==> src/rtl/video_framer_pkg.sv <==
// video_framer_pkg
// Shared definitions for the raster stream transmitter: the pixel width,
// the framer FSM state encoding, and a helper that sizes counters.
package video_framer_pkg;

  localparam int PIXEL_W = 8;

  typedef enum logic [2:0] {
    IDLE,
    FRAME,
    LINE,
    ACTIVE,
    HBLK,
    VBLK
  } framerState_e;

  // Bits needed to hold 0..maxVal; never less than one so that a zero-length
  // blanking parameter still yields a legal vector.
  function automatic int cntWidth(input int maxVal);
    return (maxVal < 1) ? 1 : $clog2(maxVal + 1);
  endfunction

endpackage

==> src/rtl/video_framer_pixel_fifo.sv <==
// pixel_fifo
// Synchronous first-word-fall-through FIFO for raw pixels.
// Ports:
//   Clk, Reset        clock, synchronous active-high reset
//   push, pushData    write request and data (ignored while full)
//   pop               read request (ignored while empty)
//   popData           current head entry, valid while !empty
//   full, empty       occupancy flags
// A word written in cycle n becomes visible at the head in cycle n+1; there
// is no same-cycle bypass from pushData to popData.
module pixel_fifo
  import video_framer_pkg::*;
#(
  parameter int DEPTH = 16
) (
  input  logic               Clk,
  input  logic               Reset,
  input  logic               push,
  input  logic [PIXEL_W-1:0] pushData,
  input  logic               pop,
  output logic [PIXEL_W-1:0] popData,
  output logic               full,
  output logic               empty
);

  localparam int PTR_W = $clog2(DEPTH);
  localparam int CNT_W = $clog2(DEPTH + 1);

  logic [PIXEL_W-1:0] mem [DEPTH];
  logic [PTR_W-1:0]   wrPtr;
  logic [PTR_W-1:0]   rdPtr;
  logic [CNT_W-1:0]   count;
  logic               doPush;
  logic               doPop;

  assign full    = (count == CNT_W'(DEPTH));
  assign empty   = (count == '0);
  assign doPush  = push && !full;
  assign doPop   = pop && !empty;
  assign popData = mem[rdPtr];

  // NOTE: the storage array is deliberately left out of reset; only the
  // pointers and count define what is valid, so clearing every entry would
  // just add reset fan-out for no behavioural gain.
  always_ff @(posedge Clk) begin
    if (doPush) begin
      mem[wrPtr] <= pushData;
    end
  end

  // NOTE: all state updates use non-blocking assignments so every register
  // samples pre-edge values regardless of statement order.
  always_ff @(posedge Clk) begin
    if (Reset) begin
      wrPtr <= '0;
      rdPtr <= '0;
      count <= '0;
    end else begin
      // DEPTH is a power of two, so the pointers wrap naturally.
      if (doPush) wrPtr <= wrPtr + 1'b1;
      if (doPop)  rdPtr <= rdPtr + 1'b1;
      case ({doPush, doPop})
        2'b10:   count <= count + 1'b1;
        2'b01:   count <= count - 1'b1;
        default: count <= count;
      endcase
    end
  end

endmodule

==> src/rtl/video_framer.sv <==
// video_framer
// Raster stream transmitter: buffers raw pixels from a valid/ready input and
// replays them as a Pixel/Frame/Line stream with horizontal and vertical
// blanking. Raster timing is free-running once a frame starts; an empty FIFO
// during an active slot emits 0 and latches Underrun.
// Ports:
//   Clk, Reset   clock, synchronous active-high reset
//   Enable       permits a new frame to start (looked at only in IDLE)
//   InData       pixel to buffer
//   InValid      InData valid
//   InReady      buffer can accept (transfer on InValid && InReady)
//   PixelOut     raster pixel, 0 outside the active region
//   FrameOut     one-cycle frame-start strobe
//   LineOut      one-cycle line-start strobe
//   Busy         frame in progress
//   Underrun     sticky: an active slot found the buffer empty
// All raster outputs are registered from the current state, so they trail
// the FSM by one cycle.
module video_framer
  import video_framer_pkg::*;
#(
  parameter int WIDTH      = 64,
  parameter int HEIGHT     = 48,
  parameter int HBLANK     = 4,
  parameter int VBLANK     = 8,
  parameter int FIFO_DEPTH = 16
) (
  input  logic               Clk,
  input  logic               Reset,
  input  logic               Enable,
  input  logic [PIXEL_W-1:0] InData,
  input  logic               InValid,
  output logic               InReady,
  output logic [PIXEL_W-1:0] PixelOut,
  output logic               FrameOut,
  output logic               LineOut,
  output logic               Busy,
  output logic               Underrun
);

  localparam int BLANK_MAX = (HBLANK > VBLANK) ? HBLANK : VBLANK;
  localparam int PIX_W     = cntWidth(WIDTH);
  localparam int LINE_W    = cntWidth(HEIGHT);
  localparam int BLANK_W   = cntWidth(BLANK_MAX);

  framerState_e       state;
  logic [PIX_W-1:0]   pixCnt;
  logic [LINE_W-1:0]  lineCnt;
  logic [BLANK_W-1:0] blankCnt;

  logic [PIXEL_W-1:0] fifoData;
  logic               fifoFull;
  logic               fifoEmpty;
  logic               activeSlot;

  assign activeSlot = (state == ACTIVE);
  assign InReady    = !fifoFull;

  pixel_fifo #(
    .DEPTH(FIFO_DEPTH)
  ) u_fifo (
    .Clk     (Clk),
    .Reset   (Reset),
    .push    (InValid),
    .pushData(InData),
    .pop     (activeSlot),
    .popData (fifoData),
    .full    (fifoFull),
    .empty   (fifoEmpty)
  );

  // Where to go once a line (including its horizontal blanking) is done.
  // linesDone is the count before this line is added.
  function automatic framerState_e nextAfterLine(input logic [LINE_W-1:0] linesDone);
    framerState_e nxt;
    nxt = LINE;
    if (int'(linesDone) + 1 == HEIGHT) begin
      if (VBLANK > 0) nxt = VBLK;
      else            nxt = IDLE;
    end
    return nxt;
  endfunction

  always_ff @(posedge Clk) begin
    if (Reset) begin
      state    <= IDLE;
      pixCnt   <= '0;
      lineCnt  <= '0;
      blankCnt <= '0;
      PixelOut <= '0;
      FrameOut <= 1'b0;
      LineOut  <= 1'b0;
      Busy     <= 1'b0;
      Underrun <= 1'b0;
    end else begin
      FrameOut <= (state == FRAME);
      LineOut  <= (state == LINE);
      Busy     <= (state != IDLE);
      PixelOut <= (activeSlot && !fifoEmpty) ? fifoData : '0;
      // Timing never stalls on a starved slot; the gap is only flagged.
      if (activeSlot && fifoEmpty) Underrun <= 1'b1;

      case (state)
        IDLE: begin
          if (Enable && !fifoEmpty) state <= FRAME;
        end

        FRAME: begin
          lineCnt <= '0;
          state   <= LINE;
        end

        LINE: begin
          pixCnt <= '0;
          state  <= ACTIVE;
        end

        ACTIVE: begin
          pixCnt <= pixCnt + 1'b1;
          if (int'(pixCnt) == WIDTH - 1) begin
            blankCnt <= '0;
            if (HBLANK > 0) begin
              state <= HBLK;
            end else begin
              lineCnt <= lineCnt + 1'b1;
              state   <= nextAfterLine(lineCnt);
            end
          end
        end

        HBLK: begin
          if (int'(blankCnt) == HBLANK - 1) begin
            blankCnt <= '0;
            lineCnt  <= lineCnt + 1'b1;
            state    <= nextAfterLine(lineCnt);
          end else begin
            blankCnt <= blankCnt + 1'b1;
          end
        end

        VBLK: begin
          if (int'(blankCnt) == VBLANK - 1) state <= IDLE;
          else                              blankCnt <= blankCnt + 1'b1;
        end

        default: state <= IDLE;
      endcase
    end
  end

endmodule

==> config.mk <==
export PLATFORM = sky130hd
export DESIGN_NAME = video_framer
export DESIGN_NICKNAME = d
export VERILOG_FILES = /design/src/rtl/video_framer_pkg.sv /design/src/rtl/video_framer_pixel_fifo.sv /design/src/rtl/video_framer.sv
export SDC_FILE = /design/constraint.sdc
export NUM_CORES = 1
export LEC_CHECK = 0
export CAP_MARGIN = 30
export CELL_PAD_IN_SITES_DETAIL_PLACEMENT = 0
export CELL_PAD_IN_SITES_GLOBAL_PLACEMENT = 1
export CORE_ASPECT_RATIO = 1.1
export CORE_UTILIZATION = 58
export CTS_BUF_LIST = sky130_fd_sc_hd__clkbuf_4 sky130_fd_sc_hd__clkbuf_8
export DETAILED_ROUTE_END_ITERATION = 6
export MAX_ROUTING_LAYER = met4
export PLACE_DENSITY_LB_ADDON = 0.1
export SYNTH_ARGS = -nofsm -noshare
export SYNTH_HDL_FRONTEND = slang
export SYNTH_HIERARCHICAL = 1
export SYNTH_SLANG_ARGS = --single-unit
==> constraint.sdc <==
create_clock -name Clk -period 9 [get_ports Clk]
set_clock_uncertainty 0.2 [all_clocks]
set_input_delay 1.35 -clock Clk [delete_from_list [all_inputs] [get_ports Clk]]
set_output_delay 1.35 -clock Clk [all_outputs]
set_load 0.005 [all_outputs]
### Yosys cells after proc, flatten, opt, wreduce, memory -nomap -nowiden

Memory sizes are Yosys's and may differ from the RTL's. A register that Yosys moved wholly into a read port is not among the register bits.
Cells that the tools add are included.

* register bits after elaboration: 37
* RAM bits: 128
* bits of input ports: 12
* output and inout bits: 13
* word-level logic and storage cells: 71
* memories: 1

Memory list
* u_fifo.mem: depth 16, bits a word 8, rd ports 1, clocked after memory_dff 1, wr ports 1, line video_framer_pixel_fifo.sv:29 `logic [PIXEL_W-1:0] mem [DEPTH];`

* add/subtract/negate cells: 8
* equality and inequality tests: 17
* multiplexer cells: 16
* bitwise logic cells: 1
* reductions and logical operators: 17

Operators by type and width (count)
* 3-bit one-hot mux with 6 select lines: 1
* 3-bit two-way mux: 5
* 7-bit one-hot mux with 2 select lines: 1
* 4-bit by 1-bit adder with 4-bit output (second input constant): 3
* 4-bit two-way mux: 3
* 4-bit one-hot mux with 3 select lines: 1
* 6-bit one-hot mux with 2 select lines: 1
* 5-bit one-hot mux with 2 select lines: 1
* 2-bit != test (second input constant): 4
* 6-bit by 1-bit adder with 7-bit output (second input constant): 1
* 7-bit by 1-bit adder with 7-bit output (second input constant): 1
* 7-bit by 6-bit == test with 1-bit output (second input constant): 1
* 7-bit == test (second input constant): 1
* 6-bit by 1-bit adder with 6-bit output (second input constant): 1
* 3-bit by 2-bit == test with 1-bit output (second input constant): 2
* 3-bit == test (second input constant): 2
* 6-bit two-way mux: 1
* 2-bit nonzero test: 3
* 3-bit nonzero test: 2
* 5-bit by 1-bit adder with 5-bit output (second input constant): 1
* 5-bit == test (second input constant): 1
* 5-bit logical NOT: 1
* 5-bit by 1-bit subtractor with 5-bit output (second input constant): 1
* 4-bit by 3-bit == test with 1-bit output (second input constant): 1
* 14 further kinds: 19

### Longest topological paths before layout

* depth in word-level cells: 5
* mapped depth: 13
* depth with buffers taken out: 11

### By module

The synthesis kept the hierarchy.

By module, submodules not included
* pixel_fifo: instances 1, cells an instance 330, area an instance 5891.9 µm², seq. area each 4184.0 µm²
* video_framer: instances 1, cells an instance 180, area an instance 1597.8 µm², seq. area each 640.6 µm²

### Worst setup path before layout

No wires, ideal clock.

* kind: input -> register
* start point: input port InValid
* end point: register u_fifo.count[4]
* library setup time: 0.129 ns
* data arrival time: 2.843 ns
* slack: 5.827 ns
* stages on the path: 9
* path buffers: 1
* cells stage by stage: o21a_4 inv_1 ha_1 clkbuf_1 xor2_1 ha_1 o31ai_1 o22ai_1 nand4bb_1

* cells in the longest elaborated chain, start to end: 3

Ends and longest elaborated chain
* start, declared: line video_framer.sv:32 `input logic InValid,`
* 1-bit logical AND (*): line video_framer_pixel_fifo.sv:38 `assign doPush = push && !full;`
* 2-bit by 1-bit == test with 1-bit output / 2-bit == test (equally long branches): line video_framer_pixel_fifo.sv:62 `case ({doPush, doPop})`
* 5-bit one-hot mux with 2 select lines / 2-bit nonzero test (equally long branches)
* end signal, assigned: line video_framer_pixel_fifo.sv:63 `2'b10: count <= count + 1'b1;`
* end signal, assigned: line video_framer_pixel_fifo.sv:64 `2'b01: count <= count - 1'b1;`
* end signal, assigned: line video_framer_pixel_fifo.sv:65 `default: count <= count;`
* end, declared: line video_framer_pixel_fifo.sv:32 `logic [CNT_W-1:0] count;`

Mark *: on every way between the ends. The rest lies on a longest branch, timed or not.
A chain may end at the register's enable or synchronous reset.

### Worst setup path in the final report

* start point: register u_fifo.count[2]
* end point: output port InReady

* cells in the longest elaborated chain, start to end: 2

Ends and longest elaborated chain
* 5-bit == test: line video_framer_pixel_fifo.sv:36 `assign full = (count == CNT_W'(DEPTH));`
* net fifoFull: line video_framer.sv:52 `logic fifoFull;`
* 1-bit logical NOT: line video_framer.sv:57 `assign InReady = !fifoFull;`
* end, declared: line video_framer.sv:33 `output logic InReady,`

The timed path passes the listed nets, and every way through them passes these cells.

==> results.sh <==
export IMPL_die_area_um2=13370
export IMPL_synth_nets=534
export IMPL_grt_usage_pct=23.83
export IMPL_place_congestion=0.8174
export IMPL_cp_end_kind="output port"
export IMPL_areaGrowthSynthToFinish_pct=9.222
export IMPL_crit_arrival_ns=2.10
export IMPL_wl_per_cell_um=19.82
export IMPL_postCtsSetupBuffers=0
export IMPL_grt_pass1_vias=4147
export IMPL_drt_initial_drc_count=287
export IMPL_synthesis_area_um2=7490
export IMPL_num_io_pins=25
export IMPL_setup_viol=0
export IMPL_cts_tree="yes"
export IMPL_drc_errors=0
export IMPL_crit_slowest_cell="or4_4"
export IMPL_wl_met3_um=662
export IMPL_slew_violations=0
export IMPL_critPathBufInv=2
export IMPL_core_um2=12590
export IMPL_dp_final_hpwl_um=9081
export IMPL_hp_class="flip-flop to flip-flop"
export IMPL_synth_distinct_cells=74
export IMPL_clkTransAtPathRegs_ns=0.09
export IMPL_crit_start="u_fifo/count[2]"
export IMPL_r2r_start="state[0]"
export IMPL_die_x_um=110.4
export IMPL_grt_max_degree=44
export IMPL_grt_first_pass_wirelength_um=22100
export IMPL_initial_core_util_pct=59.49
export IMPL_required_ns=7.45
export IMPL_n_antenna_cell=0
export IMPL_mostFrequentLayoutCell="edfxtp_1"
export IMPL_finalWirelength_um=13830
export IMPL_leakagePower_nw=2.741
export IMPL_final_cell_mix="128 x edfxtp_1, 48 x dfxtp_1, 43 x nor2_1, 32 x mux4_2"
export IMPL_ys_seq_area_share_pct=64.42
export IMPL_synthCells=510
export IMPL_cts_root_buf="clkbuf_8"
export IMPL_htreeDepth=4
export IMPL_ant_nets=0
export IMPL_highest_layer="met4"
export IMPL_layout_nets=552
export IMPL_synthArstFlopShare_pct=0
export IMPL_critical_path_max_stage_delay_ns=0.61
export IMPL_placement_io_buffers=24
export IMPL_final_min_clock_period_ns=3.654
export IMPL_post_route_util_pct=64.98
export IMPL_synth_seq_cells=177
export IMPL_via_count=4181
export IMPL_synth_edff_count=128
export IMPL_overflow=0
export IMPL_post_cts_resized=0
export IMPL_pwr_density_cell_nw_per_um2=179.9
export IMPL_hold_slack_ns=0.2769
export IMPL_slew_headroom_pct=34.58
export IMPL_min_from="blankCnt[1]"
export IMPL_rows=43
export IMPL_finalHoldViolCount=0
export IMPL_setup_tns_ns=0
export IMPL_clkSinkCount=177
export IMPL_critPathTopFamily="simple AND/OR/NAND/NOR gates"
export IMPL_fillers=930
export IMPL_status="finished, final reports clean"
export IMPL_ys_warnings_count=6
export IMPL_dieHeight_um=121.2
export IMPL_crit_type="flip-flop to output port"
export IMPL_clock_path_buffers=2
export IMPL_crit_chain="or4_4 > nor2_1 > inv_1 > clkdlybuf4s50_1"
export IMPL_antenna_found_initial=0
export IMPL_drive_gt1_share_pct=16.82
export IMPL_ir_drop_uv=97.00
export IMPL_finalCritPeriodShare_pct=40.60
export IMPL_drt_first_pass_iters=4
export IMPL_ys_flop_type="edfxtp_1"
export IMPL_viasPerCell=5.990
export IMPL_clock_latency_ns=0.45
export IMPL_wl_met2_um=7009
export IMPL_cts_made_buffers=17
export IMPL_max_freq_mhz=273.7
export IMPL_cts_hold_fix_buffers=0
export IMPL_met1_length_um=5906
export IMPL_cp_start_kind="flip-flop"
export IMPL_tightest_slew_ns=0.9777
export IMPL_crit_fanout=12
export IMPL_syn_area_per_cell_um2=14.69
export IMPL_rsz0062_at_grt="no"
export IMPL_cap_violations=0
[logic make-up (layout without fill, tap and decap cells)]
group | after synthesis | in the layout | share of synthesized area [%]
AO/OA/AOI/OAI | 85 | 85 | 8.654
XOR/XNOR | 8 | 8 | 0.9356
adder cells (fa/ha/maj) | 12 | 12 | 2.005
buffers and inverters | 43 | 74 | 2.857
flip-flops | 177 | 177 | 64.42
multiplexers | 37 | 37 | 10.34
AND/OR/NAND/NOR | 148 | 148 | 10.79
[final timing paths]
check,slack (ns),depth (start not counted),end
hold / removal,0.28,2,blankCnt[1]
hold reg to reg,0.28,2,blankCnt[1]
setup reg to reg,5.83,11,u_fifo/count[4]
setup / recovery,5.35,4,InReady
[worst register-to-register path: stages (launching register included)]
cell	delay, ns
dfxtp_1	0.88
nand3b_4	0.21
clkinv_4	0.14
o21ai_4	0.09
inv_1	0.08
ha_1	0.39
xor2_1	0.20
ha_1	0.23
nand2_1	0.07
o21ai_0	0.30
nor3_1	0.09
nand4bb_1	0.19
[per-stage QoR]
step	power, mW	setup slack [ns]	instance area, um2	cells
3_5_place_dp	0.9881	4.981	7810	666
3_3_place_gp	0.9844	5.131	7782	662
6_report	1.472	5.346	8180	698
2_1_floorplan	0.9606	5.827	7490	510
4_1_cts	1.488	5.310	8180	698
5_1_grt	1.533	5.240	8180	698
[per-layer routing]
layer	global-route usage, %	vias to the layer above
met5	-	-
met4	8.882	0
met3	5.371	16
met2	38.35	115
met1	29.45	2058
li1	-	1992
[final cells by class]
cell class / instances / area (um2) / share of cell area (%)
clock buffers: 21 / 264.0 / 3.227
repair buffers: 31 / 290.3 / 3.548
clock inverters: 11 / 106.4 / 1.300
well taps: 157 / 196.4 / 2.401
inverters: 11 / 46.29 / 0.5659
flip-flops and latches: 177 / 4826 / 58.99
multi-input cells: 290 / 2451 / 29.96
[registers in the layout, indices dropped and copies added, names as in the netlist, named ones only]
signal,flops
LineOut,1
u_fifo/wrPtr,4
FrameOut,1
Busy,1
PixelOut,8
lineCnt,6
u_fifo/count,5
state,3
Underrun,1
u_fifo/mem,128
pixCnt,7
blankCnt,4
u_fifo/rdPtr,4
[where the power goes]
| group | switching [mW] | internal, mW |
|---|---|---|
| Sequential | 0.0122 | 0.885 |
| Clock | 0.270 | 0.233 |
| Combinational | 0.0426 | 0.0297 |
[cells in the mapped netlist (3+ instances only)]
master / count / share of area [%]
nor3_1: 15 / 1.0
nand2_1: 24 / 1.2
buf_2: 11 / 0.74
dfxtp_1: 49 / 13
buf_6: 4 / 0.60
o21a_1: 4 / 0.40
edfxtp_1: 128 / 51
ha_1: 12 / 2.0
and4b_1: 3 / 0.40
buf_1: 3 / 0.15
and2_1: 11 / 0.92
mux4_2: 32 / 9.6
a21o_1: 3 / 0.30
mux2i_1: 4 / 0.53
a311oi_1: 3 / 0.35
nor2b_1: 6 / 0.50
nand2b_1: 8 / 0.67
nor2_1: 43 / 2.2
o21ai_0: 10 / 0.67
a22oi_1: 16 / 1.6
nand3_1: 9 / 0.60
clkbuf_1: 13 / 0.65
xor2_1: 6 / 0.70
nand3b_1: 6 / 0.60
or3_1: 4 / 0.33
a21oi_1: 17 / 1.1
inv_1: 9 / 0.45
and3_1: 4 / 0.33
Power figures use the tool's default switching activity.
